===== src/rtl/fifo_wr_arbiter_if.sv =====
// Requester/FIFO-side bundle for fifo_wr_arbiter: requester handshakes in,
// FIFO write port and grant status out.
`timescale 1ns/1ps
interface fifo_wr_arbiter_if #(
  parameter int data_Size = 8,
  parameter int num_Req   = 4
);
  localparam int ID_W = $clog2(num_Req);

  logic [num_Req-1:0]           req_Valid;
  logic [num_Req*data_Size-1:0] req_Data;
  logic [num_Req-1:0]           req_Ready;
  logic                         fifo_Full;
  logic [data_Size-1:0]         write_Data;
  logic                         w_Inc;
  logic [ID_W-1:0]              grant_Id;
  logic                         busy;

  modport master (
    output req_Valid, req_Data, fifo_Full,
    input  req_Ready, write_Data, w_Inc, grant_Id, busy
  );

  modport slave (
    input  req_Valid, req_Data, fifo_Full,
    output req_Ready, write_Data, w_Inc, grant_Id, busy
  );
endinterface


===== src/rtl/fifo_wr_arbiter.sv =====
// Round-robin burst arbiter feeding one FIFO write port from num_Req requesters.
// Each grant moves up to burst_Len beats; arbitration takes one idle cycle.
`timescale 1ns/1ps
module fifo_wr_arbiter #(
  parameter int data_Size = 8,
  parameter int num_Req   = 4,
  parameter int burst_Len = 4
) (
  input logic          w_Clk,
  input logic          w_Rst,
  fifo_wr_arbiter_if.slave bus
);
  // state | meaning
  // IDLE  | no grant; pick next valid requester after last_grant
  // GRANT | grant_id owns the FIFO until burst end or its valid drops
  typedef enum logic {IDLE, GRANT} state_t;

  localparam int ID_W  = $clog2(num_Req);
  localparam int CNT_W = $clog2(burst_Len) + 1;

  state_t             state_q, state_d;
  logic [ID_W-1:0]    grant_q, grant_d;
  logic [ID_W-1:0]    last_q, last_d;
  logic [CNT_W-1:0]   cnt_q, cnt_d;
  logic [ID_W-1:0]    pick, idx;
  logic [ID_W:0]      sum;
  logic               pick_ok;
  logic [num_Req-1:0] ready;
  logic               inc;
  logic [data_Size-1:0] wdata;
  logic [data_Size-1:0] words [num_Req];

  for (genvar k = 0; k < num_Req; k++) begin : g_unpack
    assign words[k] = bus.req_Data[k*data_Size +: data_Size];
  end

  // Scan from the farthest offset down so the nearest valid requester wins.
  always_comb begin
    pick    = '0;
    pick_ok = 1'b0;
    sum     = '0;
    idx     = '0;
    for (int i = num_Req; i >= 1; i--) begin
      sum = {1'b0, last_q} + (ID_W+1)'(i);
      if (sum >= (ID_W+1)'(num_Req))
        sum = sum - (ID_W+1)'(num_Req);
      idx = ID_W'(sum);
      if (bus.req_Valid[idx]) begin
        pick    = idx;
        pick_ok = 1'b1;
      end
    end
  end

  always_comb begin
    state_d = state_q;
    grant_d = grant_q;
    last_d  = last_q;
    cnt_d   = cnt_q;
    ready   = '0;
    inc     = 1'b0;
    wdata   = '0;
    case (state_q)
      IDLE: begin
        if (pick_ok) begin
          grant_d = pick;
          cnt_d   = '0;
          state_d = GRANT;
        end
      end
      GRANT: begin
        ready[grant_q] = ~bus.fifo_Full;
        inc            = bus.req_Valid[grant_q] & ~bus.fifo_Full;
        wdata          = words[grant_q];
        if (!bus.req_Valid[grant_q]) begin
          state_d = IDLE;
          last_d  = grant_q;
        end else if (inc) begin
          cnt_d = cnt_q + 1'b1;
          if (cnt_q == CNT_W'(burst_Len - 1)) begin
            state_d = IDLE;
            last_d  = grant_q;
          end
        end
      end
      default: state_d = IDLE;
    endcase
  end

  always_ff @(posedge w_Clk or negedge w_Rst) begin
    if (!w_Rst) begin
      state_q <= IDLE;
      grant_q <= '0;
      last_q  <= ID_W'(num_Req - 1);
      cnt_q   <= '0;
    end else begin
      state_q <= state_d;
      grant_q <= grant_d;
      last_q  <= last_d;
      cnt_q   <= cnt_d;
    end
  end

  assign bus.req_Ready  = ready;
  assign bus.w_Inc      = inc;
  assign bus.write_Data = wdata;
  assign bus.grant_Id   = grant_q;
  assign bus.busy       = (state_q == GRANT);
endmodule


===== src/flat_wrapper.sv =====
// flat-port wrapper written by rule: the top's interface ports become plain ports
module fifo_wr_arbiter_flat 
#(
  parameter int data_Size = 8,
  parameter int num_Req   = 4,
  parameter int burst_Len = 4
)
  (w_Clk, w_Rst, bus_req_Valid, bus_req_Data, bus_fifo_Full, bus_req_Ready, bus_write_Data, bus_w_Inc, bus_grant_Id, bus_busy);
  fifo_wr_arbiter_if #(.data_Size(data_Size), .num_Req(num_Req)) bus_i ();
  input logic w_Clk;
  input logic w_Rst;
  input wire logic [$bits(bus_i.req_Valid)-1:0] bus_req_Valid;
  input wire logic [$bits(bus_i.req_Data)-1:0] bus_req_Data;
  input wire logic [$bits(bus_i.fifo_Full)-1:0] bus_fifo_Full;
  output wire logic [$bits(bus_i.req_Ready)-1:0] bus_req_Ready;
  output wire logic [$bits(bus_i.write_Data)-1:0] bus_write_Data;
  output wire logic [$bits(bus_i.w_Inc)-1:0] bus_w_Inc;
  output wire logic [$bits(bus_i.grant_Id)-1:0] bus_grant_Id;
  output wire logic [$bits(bus_i.busy)-1:0] bus_busy;
  assign bus_i.req_Valid = bus_req_Valid;
  assign bus_i.req_Data = bus_req_Data;
  assign bus_i.fifo_Full = bus_fifo_Full;
  assign bus_req_Ready = bus_i.req_Ready;
  assign bus_write_Data = bus_i.write_Data;
  assign bus_w_Inc = bus_i.w_Inc;
  assign bus_grant_Id = bus_i.grant_Id;
  assign bus_busy = bus_i.busy;
  fifo_wr_arbiter #(.data_Size(data_Size), .num_Req(num_Req), .burst_Len(burst_Len)) u_core (.w_Clk(w_Clk), .w_Rst(w_Rst), .bus(bus_i));
endmodule

===== config.mk =====
export PLATFORM = sky130hd
export DESIGN_NAME = fifo_wr_arbiter_flat
export DESIGN_NICKNAME = d
export VERILOG_FILES = /design/src/rtl/fifo_wr_arbiter_if.sv /design/src/rtl/fifo_wr_arbiter.sv /design/src/flat_wrapper.sv
export SDC_FILE = /design/constraint.sdc
export NUM_CORES = 1
export LEC_CHECK = 0
export ABC_CLOCK_PERIOD_IN_PS = 1400
export BUFFER_PORTS_ARGS = -buffer_cell sky130_fd_sc_hd__buf_2
export CAP_MARGIN = 20
export CORE_MARGIN = 3
export CORE_UTILIZATION = 37
export CTS_BUF_LIST = sky130_fd_sc_hd__clkbuf_8 sky130_fd_sc_hd__clkbuf_16
export CTS_CLUSTER_SIZE = 30
export DETAILED_ROUTE_END_ITERATION = 6
export PLACE_DENSITY_LB_ADDON = 0.15
export SLEW_MARGIN = 30
export SYNTH_ARGS = -nofsm -noshare
export SYNTH_HDL_FRONTEND = slang
export SYNTH_SLANG_ARGS = --single-unit

===== constraint.sdc =====
create_clock -name w_Clk -period 1.4 [get_ports w_Clk]
set_input_delay 0 -clock w_Clk [delete_from_list [all_inputs] [get_ports w_Clk]]
set_output_delay 0 -clock w_Clk [all_outputs]
set_load 0.1 [all_outputs]

======== Word level (Yosys, flattened, before mapping) ========
Cells that the tools add are included.
word-level totals
  bits in registers ....................... 8
operators by class
  bitwise logic cells ..................... 5
  order comparisons ....................... 11
  equal/unequal tests ..................... 6
  add/subtract/negate cells ............... 9
  mux-type cells .......................... 42
  reductions and logical operators ........ 4
operator list
  kind                                                                           count
  8-bit 2-to-1 mux                                                               3
  2-bit 2-to-1 mux                                                               11
  8-bit binary-select mux with 2-bit select                                      1
  3-bit >= comparator (second input constant)                                    5
  2-bit by 3-bit less-than comparator with 1-bit output (second input constant)  5
  1-bit 2-to-1 mux                                                               15
  1-bit binary-select mux with 2-bit select                                      5
  3-bit 2-to-1 mux                                                               3
  2-bit inequality test (second input constant)                                  4
  2-bit by 1-bit subtractor with 2-bit output (second input constant)            4
  2-bit by 2-bit adder with 3-bit output (second input constant)                 2
  3-bit one-hot mux with 2 select lines                                          1
  3-bit AND reduction                                                            2
  4-bit bitwise AND                                                              1
  4-bit 2-to-1 mux                                                               1
  2-bit by 1-bit adder with 3-bit output (second input constant)                 1
  2-bit by 3-bit adder with 3-bit output (second input constant)                 1
  3-bit by 1-bit adder with 3-bit output (second input constant)                 1
  3-bit by 2-bit equality test with 1-bit output (second input constant)         1
  2-bit NOT with 3-bit output                                                    1
  1-bit demux with 2-bit select                                                  1
  2-bit by 1-bit >= comparator with 1-bit output (second input constant)         1
  2-bit by 1-bit inequality test with 1-bit output (second input constant)       1
  1-bit NOT                                                                      2
  other kinds (4)                                                                4

======== Longest topological paths before layout ========
Gate-level depths: netlist (run 1).
  word-level depth ........................ 11
  depth in mapped cells ................... 6

======== Worst setup path before layout (run 1) ========
Ideal clock, no wire load.
  kind .................................... reg2out
  start ................................... register u_core.state_q (netlist: u_core.bus.busy)
  end ..................................... output port bus_req_Ready[1]
  data arrival time ....................... 2,731 ps
  slack ................................... -1,331 ps
  cell stages (with the launch flop) ...... 4
  cells stage by stage .................... dfrtp_1 clkbuf_1 nand3b_1 nor2_1
between the ends
  cells in the longest elaborated chain, start to end .. 1
ends and longest elaborated chain
  what                    line                   text
  start, declared         fifo_wr_arbiter.sv:21  state_t state_q, state_d;
  start signal, assigned  fifo_wr_arbiter.sv:97  state_q <= state_d;
  4-bit 2-to-1 mux        fifo_wr_arbiter.sv:63  case (state_q)
  end, declared           flat_wrapper.sv:15     output wire logic [$bits(bus_i.req_Ready)-1:0] bus_req_Ready;
Every way passes these cells.

======== Worst setup path in the final report (run 1) ========
  start ................................... register u_core.grant_q[0] (netlist: u_core.bus.grant_Id[0])
  end ..................................... output port bus_write_Data[5]
between the ends
  cells in the longest elaborated chain, start to end .. 5
ends and longest elaborated chain
  what                                                 line                   text
  start, declared                                      fifo_wr_arbiter.sv:22  logic [ID_W-1:0] grant_q, grant_d;
  start signal, assigned                               fifo_wr_arbiter.sv:98  grant_q <= grant_d;
  2-bit NOT with 3-bit output (not written as such)    fifo_wr_arbiter.sv:74  wdata = words[grant_q];
  8-bit binary-select mux with 2-bit select            fifo_wr_arbiter.sv:74
  8-bit 2-to-1 mux (not written as such) (2 in a row)  fifo_wr_arbiter.sv:74
  8-bit 2-to-1 mux                                     fifo_wr_arbiter.sv:63
  end, declared                                        flat_wrapper.sv:16     output wire logic [$bits(bus_i.write_Data)-1:0] bus_write_Data;
Every way passes these cells. The select of a mux whose other input is x is not followed.

==> results of run 1 <==
[metrics by stage]
step	utilization, %	setup TNS, ns	hold slack [ns]	setup WS (ns)
after global routing	80.4	-3.41	0.167	-0.255
after detailed placement	63.7	-1.22	-0.149	-0.134
final	80.4	-2.82	0.138	-0.213
after CTS	77.8	-2.65	0.141	-0.196
after global placement	63.7	-0.993	-0.150	-0.107
after floorplan	-	-4.20	-0.296	-0.433
[cell type report]
class | instances | area, um^2 | share of cell area, %
inverter | 5 | 18.8 | 1.15
multi-input combinational | 62 | 662 | 40.7
tap | 27 | 33.8 | 2.08
clock buffer | 3 | 41.3 | 2.54
timing repair buffer | 72 | 653 | 40.2
sequential | 8 | 214 | 13.2
clock inverter | 1 | 3.75 | 0.231
[how the worst max path moves through the flow]
stage / startpoint / to / slack (ns) / cells past startpoint
floorplan: u_core.bus.grant_Id[1]$_DFFE_PN0P_ / u_core.cnt_q[0]$_DFFE_PN0P_ / -0.43 / 5
global placement: u_core.bus.grant_Id[0]$_DFFE_PN0P_ / bus_write_Data[0] / -0.11 / 3
detailed placement: u_core.cnt_q[0]$_DFFE_PN0P_ / u_core.last_q[1]$_DFFE_PN1P_ / -0.13 / 6
CTS: u_core.bus.grant_Id[0]$_DFFE_PN0P_ / bus_write_Data[4] / -0.20 / 4
global route: u_core.bus.grant_Id[0]$_DFFE_PN0P_ / bus_write_Data[5] / -0.26 / 4
finish: u_core.bus.grant_Id[0]$_DFFE_PN0P_ / bus_write_Data[5] / -0.21 / 4
[layout by cell type (no fill, tap or decap), types with 6 or more instances in the layout]
master and instances:
and2_4 8, mux4_2 8, buf_4 10, nand2_1 6, buf_6 6, inv_1 6
buf_12 15, buf_2 40
[per-layer routing]
layer,share of wire (%),track usage (%),vias to the layer above,wire (um)
li1,-,-,435,-
met1,39,22.2,448,1160
met2,53,44.6,44,1610
met3,7.8,5.35,2,235
met4,0.27,8.94,0,8
met5,0,0,-,0
[state kept, by name (all words and copies together) (netlist names)]
| name | count |
|---|---|
| u_core.bus.busy | 1 |
| u_core.bus.grant_Id | 2 |
| u_core.cnt_q | 3 |
| u_core.last_q | 2 |
[timing repair]
action | in CTS | in global routing
gates resized for setup | 42 | 10
setup endpoints to repair | 19 | 21
hold endpoints to repair | 8 | 0
setup buffers | 7 | 1
cloned | 0 | 0
hold buffers | 1 | 0
pin swaps | 13 | 4
[kinds of logic (layout without fill, tap and decap cells)]
family	count (synthesis)	count (layout)	synth area share, %
multiplexers	14	14	30.7
buffers and inverters	11	81	7.18
AND/OR/NAND/NOR	31	31	20.6
flip-flops	8	8	24.7
AO/OA/AOI/OAI	15	15	13.7
adder cells (fa/ha/maj)	2	2	3.05
==> summary.txt, run 1 <==
Worst setup path
  • Reg2Reg Depth: 5
  • Worst path top cell family by delay: multiplexers
  • Slowest-stage cell, CP: mux4_2
  • CP endpoint kind: output pin
  • Critical path, cell by cell: buf_6 -> mux4_2 -> and2_4 -> buf_12
  • WP data arrival: 1.61 ns
  • Crit-path max FO: 5
  • Max incr delay on CP: 0.50 ns
  • Buffers & Inverters on Critical Path: 2
  • Worst endpoint required time: 1.40 ns
  • Startpoint types: flop
  • Worst Setup Path Type: reg2out
  • Reg-to-reg slack, setup: -0.17 ns
  • RR Startpoint: u_core.bus.grant_Id[1]$_DFFE_PN0P_
  • R2R Path End: u_core.cnt_q[0]$_DFFE_PN0P_

Synth
  • Dominant cells by area after synthesis: mux4_2, dfrtp_1, dfstp_2
  • Mapped Nets: 122
  • Async S/R FF share, synth: 100%
  • Post-synth top area cell: mux4_2
  • Synth Instances: 81
  • Synth cell types: 30
  • Commonest cells post-synth: and2_1, mux4_2, nand2_1
  • Post-synth top flop: dfrtp_1
  • Synth Register Bits: 8
  • Syn Area/Cell: 10.1 um^2
  • Syn. warnings: 0
  • EDFF count, synth: 0
  • Share of the synthesized area in the top cell type: 22.0%
  • Sequential share of the synthesized area: 24.7%
  • Mapped cell area: 820 um^2

Global route
  • Vias in the first global route: 994
  • Pin count of the biggest net entering global routing: 12
  • First-pass GRT wire length: 4510 um
  • Total track usage: 22.7%
  • Initial antenna violation count: 0
  • Grt ovf: 0

Routing
  • Pre-Repair DR Iteration Count: 4
  • Via density: 5.22
  • DRC violations left: 0
  • Average routed wire per standard cell: 16.9 um
  • Initial DRC Count: 14
  • Detailed-route via count: 929
  • Wirelength, routed: 3010 um
  • Antenna-violating nets left: 0

Placement
  • DPL Wire Length: 1970 um
  • Placer Congestion: 0.792
  • Port buffer count: 54
  • Placed instance count: 165
  • Post-DP Area: 1290 um^2

Clock network
  • Root buf cell: clkbuf_8
  • TritonCTS clock tree: built
  • CTS buffer count: 3
  • Clk_lat worst skew: 0.23 ns
  • Clock Path Buffers: 2
  • H-tree lvl count: 1
  • Worst-path clk slew: 0.05 ns
  • Clock Sinks: 8

Finish
  • Fin area: 1630 um^2
  • # fillers: 117
  • Nets: 193
  • Fraction of layout cells with a size suffix above 1: 74.2%
  • Finished Layout Cells: 178
  • ANT cells: 0
  • Area Overhead vs Synth: 98.5%

Flow run
  • Max cap viols: 0

STA
  • Fin. max-slew vios: 0
  • Setup WS post-layout: -0.213 ns
  • Final worst-path cycle share: 115%
  • Fin crit period: 1.61 ns
  • Worst Skew: 0.0112 ns
  • RSZ-0062 raised after global routing: true
  • Slew headroom: 67.6%
  • Fmax: 620 MHz
  • Slew @ Worst Pin: 0.489 ns
  • Final Setup Violations: 17
  • Final Hold Viols: 0

Run status
  • Status: finished with violations
  • Failing checks: setup timing

Floorplanning
  • Die Footprint: 2820 um^2
  • Die X: 53.1 um
  • Die H: 53.1 um
  • Core Footprint: 2020 um^2
  • Initial core utilization: 40.5%
  • Number of I/O pins: 55
  • Row cnt: 16

Min path
  • Min-Delay Path Class: in2async
Power of run 1 is left out: the tool's default activity adds up to more than one toggle a clock period on the data nets, which glitch-free logic cannot reach.
==> inputs of run 2 (changes only) <==
- CORE_UTILIZATION: 37 -> 39
- CTS_BUF_LIST: sky130_fd_sc_hd__clkbuf_8 sky130_fd_sc_hd__clkbuf_16 -> sky130_fd_sc_hd__clkbuf_4 sky130_fd_sc_hd__clkbuf_8
- SLEW_MARGIN: 30 -> unset
==> run 2 against run 1 <==
Against the previous run:
- the run still ends with setup timing left
- design area grew 2.1%
- final cell count increased by 0.56%
- count of clock-buffer cells in the layout up 1
- routed wire length rose by 45%
- largest cell class unchanged
- via count increased by 16%
- sequential cell count did not move
- die area decreased by 4.6%
- critical path depth rose by 3
==> summary.txt, run 2 (synthesis results as in run 1) <==
Finish
  • Commonest non-fill, non-tap cell in the layout: buf_2
  • Commonest cells after routing, fill and taps aside: buf_2, buf_12, buf_6, buf_4
  • ANT cells: 0 (unchanged)
  • Nets: 196 (+1.6%)
  • Biggest register: u_core.cnt_q
  • Finished Layout Cells: 179 (+0.56%)
  • Max FFs per register: 3 (unchanged)
  • Fraction of layout cells with a size suffix above 1: 76.6% (+2.5 points)
  • Area Overhead vs Synth: 103%
  • Core Util, Final: 89.4% (+8.9 points)

STA
  • RSZ-0062 raised after global routing: true
  • Setup WS post-layout: -0.363 ns (-0.150 ns)
  • Final worst-path cycle share: 126% (+11 points)
  • Fin crit period: 1.76 ns (+0.150 ns)
  • Final Setup Violations: 18 (+1)
  • Fmax: 567 MHz (-8.5%)
  • Final Hold Viols: 0 (unchanged)
  • Slew @ Worst Pin: 0.500 ns (+0.0106 ns)
  • Worst Skew: 0.0181 ns (+0.00692 ns)
  • Fin. max-slew vios: 0 (unchanged)
  • Slew headroom: 66.9% (-0.70 points)

Routing
  • Detailed-route via count: 1082 (+16%)
  • DRC violations left: 0 (unchanged)
  • Initial DRC Count: 37 (+23)
  • Wirelength, routed: 4360 um (+45%)
  • Via density: 6.04 (+16%)
  • Antenna-violating nets left: 0 (unchanged)
  • Average routed wire per standard cell: 24.4 um (+44%)
  • Pre-Repair DR Iteration Count: 4 (unchanged)

Global route
  • Initial antenna violation count: 0 (unchanged)
  • Total track usage: 27.9% (+5.2 points)
  • Pin count of the biggest net entering global routing: 12 (unchanged)
  • First-pass GRT wire length: 5330 um (+18%)
  • Vias in the first global route: 1062 (+6.8%)
  • Grt ovf: 0 (unchanged)

Worst setup path
  • Worst endpoint required time: 1.53 ns (+0.13 ns)
  • Startpoint types: flop
  • Crit-path max FO: 4 (-1)
  • Worst Setup Path Type: reg2reg
  • CP endpoint kind: flop
  • WP data arrival: 1.89 ns (+0.28 ns)

Placement
  • Placed instance count: 163 (-1.2%)
  • Placer Congestion: 0.821 (+3.6%)
  • DPL Wire Length: 1900 um (-3.4%)
  • Port buffer count: 54 (unchanged)

Pwr
  • Pwr dens: 3120 nW/um^2
  • Max IR drop VDD: 2060 uV
  • Leakage: 0.771 nW

Run status
  • Status: finished with violations
  • Failing checks: setup timing

Clock network
  • CTS buffer count: 3 (unchanged)
  • Clock Sinks: 8 (unchanged)
  • Worst-path clk slew: 0.06 ns (about the same)
  • Root buf cell: clkbuf_4
  • TritonCTS clock tree: built
  • Clock Path Buffers: 2 (unchanged)
  • Clk_lat worst skew: 0.27 ns (+0.04 ns)
  • H-tree lvl count: 1 (unchanged)

Flow run
  • Max cap viols: 0 (unchanged)

Floorplanning
  • Die H: 51.8 um (-2.3%)
  • Initial core utilization: 44.1% (+3.6 points)
  • Die Footprint: 2690 um^2 (-4.6%)
  • Die X: 51.8 um (-2.3%)
  • Core Footprint: 1860 um^2 (-8.1%)
  • Number of I/O pins: 55 (unchanged)
  • Row cnt: 15 (-1)

Min path
  • Min-Delay Path Class: in2async
[run 2: path summary, 6_finish.rpt]
path / from / end / slack [ns] / cells after the start
worst max-delay path: u_core.bus.grant_Id[0]$_DFFE_PN0P_ / u_core.cnt_q[0]$_DFFE_PN0P_ / -0.36 / 7
worst min-delay path: w_Rst / u_core.bus.busy$_DFF_PN0_ / 0.11 / 2
worst max register to register: u_core.bus.grant_Id[0]$_DFFE_PN0P_ / u_core.cnt_q[0]$_DFFE_PN0P_ / -0.36 / 7
worst min register to register: u_core.cnt_q[2]$_DFFE_PN0P_ / u_core.cnt_q[2]$_DFFE_PN0P_ / 0.54 / 2
max in group asynchronous: w_Rst / u_core.last_q[0]$_DFFE_PN1P_ / 1.03 / 2
min in group w_Clk: bus_req_Valid[3] / u_core.bus.grant_Id[1]$_DFFE_PN0P_ / 0.15 / 4
[run 2: area by class of cell]
cell class | count | area (um^2)
multi-input combinational | 62 | 686
timing repair buffer | 75 | 681
sequential | 8 | 214
fill | 87 | 198
tap | 25 | 31.3
clock buffer | 4 | 30.0
inverter | 5 | 18.8
[run 2: critical path, cell delays in order, from the launching register on]
cell	delay [ns]
dfrtp_4	0.50
buf_6	0.15
buf_6	0.13
nand3b_1	0.21
nor2b_4	0.07
a31o_4	0.23
buf_6	0.14
mux2i_4	0.19
[run 2: power breakdown]
group / switching [mW] / total, mW / internal [mW]
logic: 2.60 / 4.42 / 1.82
clock network: 0.0877 / 0.216 / 0.129
registers: 0.164 / 0.550 / 0.385
total: 2.85 / 5.19 / 2.33
[run 2: repair_timing]
action / 4_1_cts / 5_1_grt
hold buffers: 1 / 0
pin swaps: 14 / 6
resized for setup: 43 / 16
hold endpoints to repair: 8 / 0
setup buffers: 9 / 2
setup endpoints to repair: 19 / 20
[run 2: per-stage QoR]
step           total power [mW]  hold WS (ns)  setup TNS, ns  cell area (um^2)  worst slack, ns
6_report                   5.19         0.108          -4.53              1660           -0.363
5_1_grt                    5.33         0.109          -5.28              1660           -0.386
4_1_cts                    4.76        0.0930          -3.07              1570           -0.230
3_5_place_dp               3.82        -0.153         -0.802              1300           -0.146
3_3_place_gp               3.77        -0.155         -0.642              1300          -0.0776
2_1_floorplan              3.23        -0.296          -4.20               903           -0.433
[run 2: layer usage]
metal  vias to the layer above  wire length [um]  share of wire (%)  GRT usage [%]
li1                        441                 -                  -              -
met5                         -                 0                  0              0
met2                        98              2290                 52           54.0
met4                         0               341                7.8           14.0
met3                        34               385                8.8           6.02
met1                       509              1350                 31           27.1
(Power assumes the default switching activity.)
==> inputs of run 3 (changes only) <==
- CORE_UTILIZATION: 39 -> 35
- HOLD_SLACK_MARGIN: unset -> 0.12
==> run 3 against run 2 <==
Against the previous run:
- the flow still finishes with violations (setup timing)
- design area fell by 3.8%
- sequential share of layout area rose by 0.52 points
- first-iteration DRC count fell by 65%
- global-route usage fell by 8.0 points
- final cell count rose by 0.56%
- critical path depth fell by 3
- clock skew fell by 0.015 ns
- non-clock buffer count fell by 1
- die area rose by 10%
- critical endpoint is now bus_write_Data[1]
==> summary.txt, run 3 (synthesis results as in run 1) <==
Finish
  • ANT cells: 0 (unchanged)
  • Area Overhead vs Synth: 94.8%
  • Commonest non-fill, non-tap cell in the layout: buf_2
  • Max FFs per register: 3 (unchanged)
  • Multi-input gate area: 642 um^2 (-6.4%)
  • Biggest register: u_core.cnt_q
  • Commonest cells after routing, fill and taps aside: buf_2, buf_12, buf_4
  • Nets: 195 (-0.51%)
  • # fillers: 138 (+59%)
  • Fraction of layout cells with a size suffix above 1: 73.2% (-3.4 points)
  • Finished Layout Cells: 180 (+0.56%)
  • Sequential cell area: 214 um^2 (unchanged)

Routing
  • Initial DRC Count: 13 (-65%)
  • Detailed-route via count: 930 (-14%)
  • Via density: 5.17 (-15%)
  • Wirelength, routed: 2880 um (-34%)
  • Pre-Repair DR Iteration Count: 4 (unchanged)
  • DRC violations left: 0 (unchanged)
  • Antenna-violating nets left: 0 (unchanged)
  • Average routed wire per standard cell: 16.0 um (-34%)

STA
  • Fmax: 604 MHz (+6.5%)
  • RSZ-0062 raised after global routing: true
  • Final Hold Viols: 0 (unchanged)
  • Setup WS post-layout: -0.256 ns (+0.107 ns)
  • Worst Skew: 0.00344 ns (-0.0147 ns)
  • Final worst-path cycle share: 118% (-7.6 points)
  • Fin crit period: 1.66 ns (-0.107 ns)
  • Slew @ Worst Pin: 0.492 ns (-0.00783 ns)
  • Final Setup Violations: 17 (-1)
  • Fin. max-slew vios: 0 (unchanged)
  • Slew headroom: 67.4% (+0.52 points)

Clock network
  • H-tree lvl count: 1 (unchanged)
  • Clock Path Buffers: 2 (unchanged)
  • Clk_lat worst skew: 0.26 ns (about the same)
  • Clock Sinks: 8 (unchanged)
  • CTS buffer count: 3 (unchanged)
  • Worst-path clk slew: 0.06 ns (about the same)
  • TritonCTS clock tree: built
  • Root buf cell: clkbuf_4

Global route
  • First-pass GRT wire length: 4100 um (-23%)
  • Grt ovf: 0 (unchanged)
  • Pin count of the biggest net entering global routing: 13 (+1)
  • Total track usage: 19.9% (-8.0 points)
  • Initial antenna violation count: 0 (unchanged)
  • Vias in the first global route: 910 (-14%)

Worst setup path
  • Crit-path max FO: 5 (+1)
  • WP data arrival: 1.66 ns (-0.23 ns)
  • Worst Setup Path Type: reg2out
  • CP endpoint kind: output pin
  • Reg2Reg Depth: 7 (unchanged)
  • Worst endpoint required time: 1.40 ns (-0.13 ns)
  • Startpoint types: flop

Run status
  • Status: finished with violations
  • Failing checks: setup timing

Min path
  • WHS Path Cells: 4
  • Min-Delay Path Class: in2reg

Floorplanning
  • Die Footprint: 2960 um^2 (+10%)
  • Initial core utilization: 39.4% (-4.7 points)
  • Die X: 54.4 um (+4.9%)
  • Core Footprint: 2080 um^2 (+12%)
  • Die H: 54.4 um (+4.9%)
  • Number of I/O pins: 55 (unchanged)
  • Row cnt: 16 (+1)

Placement
  • Port buffer count: 54 (unchanged)
  • DPL Wire Length: 1990 um (+4.9%)
  • Placed instance count: 166 (+1.8%)
  • Placer Congestion: 0.749 (-8.7%)

Flow run
  • Max cap viols: 0 (unchanged)
==> run 3: changes by cell type in the layout (fill, tap and decap cells not counted), sizes merged <==
cell	previous run	this run
clkbuf	5	4
dlygate4sd3	1	2
buf	73	72
==> run 3: path summary, 6_finish.rpt <==
kind                                                          from                                  to  slack (ns)
worst max-delay path            u_core.bus.grant_Id[0]$_DFFE_PN0P_                   bus_write_Data[1]       -0.26
worst min-delay path                              bus_req_Valid[3]  u_core.bus.grant_Id[1]$_DFFE_PN0P_        0.17
worst max register to register  u_core.bus.grant_Id[0]$_DFFE_PN0P_         u_core.cnt_q[2]$_DFFE_PN0P_       -0.16
worst min register to register         u_core.cnt_q[2]$_DFFE_PN0P_         u_core.cnt_q[2]$_DFFE_PN0P_        0.55
max in group asynchronous                                    w_Rst           u_core.bus.busy$_DFF_PN0_        0.41
min in group asynchronous                                    w_Rst        u_core.last_q[0]$_DFFE_PN1P_        0.23
==> run 3: per-stage QoR <==
stage / setup WS, ns / TNS (ns) / hold WS, ns / util, % / area, um^2
floorplan: -0.433 / -4.20 / -0.296 / - / 903
global placement: -0.0752 / -0.716 / -0.151 / 63.0 / 1310
detailed placement: -0.137 / -1.03 / -0.148 / 63.0 / 1310
CTS: -0.242 / -3.15 / 0.161 / 75.5 / 1570
global route: -0.300 / -4.00 / 0.178 / 76.7 / 1600
finish: -0.256 / -3.10 / 0.167 / 76.7 / 1600
==> run 3: critical path: stages, from the launching register on <==
cell,delay (ns)
dfrtp_4,0.43
buf_6,0.13
mux4_2,0.51
and2_4,0.16
buf_12,0.16
==> run 3: final cells by class <==
cell class	instances	area share (%)
repair buffers	74	41.2
multi-input cells	62	40.2
flip-flops and latches	8	13.4
well taps	27	2.12
clock buffers	4	1.88
inverters	5	1.18
==> run 3: timing repair <==
action,CTS,global route
hold buffers,2,0
endpoints found under the setup margin,19,19
pin swaps,12,1
setup buffers,6,2
hold endpoints to repair,8,0
resized for setup,43,3
==> run 3: routing by layer <==
layer | vias to the layer above | part of all wire, % | global-route usage, %
met1 | 435 | 37 | 19.5
met3 | 7 | 8.9 | 3.27
met4 | 0 | 1.5 | 6.22
li1 | 436 | - | -
met5 | - | 0 | 0
met2 | 52 | 52 | 41.0
Power of run 3 is left out for the same reason.
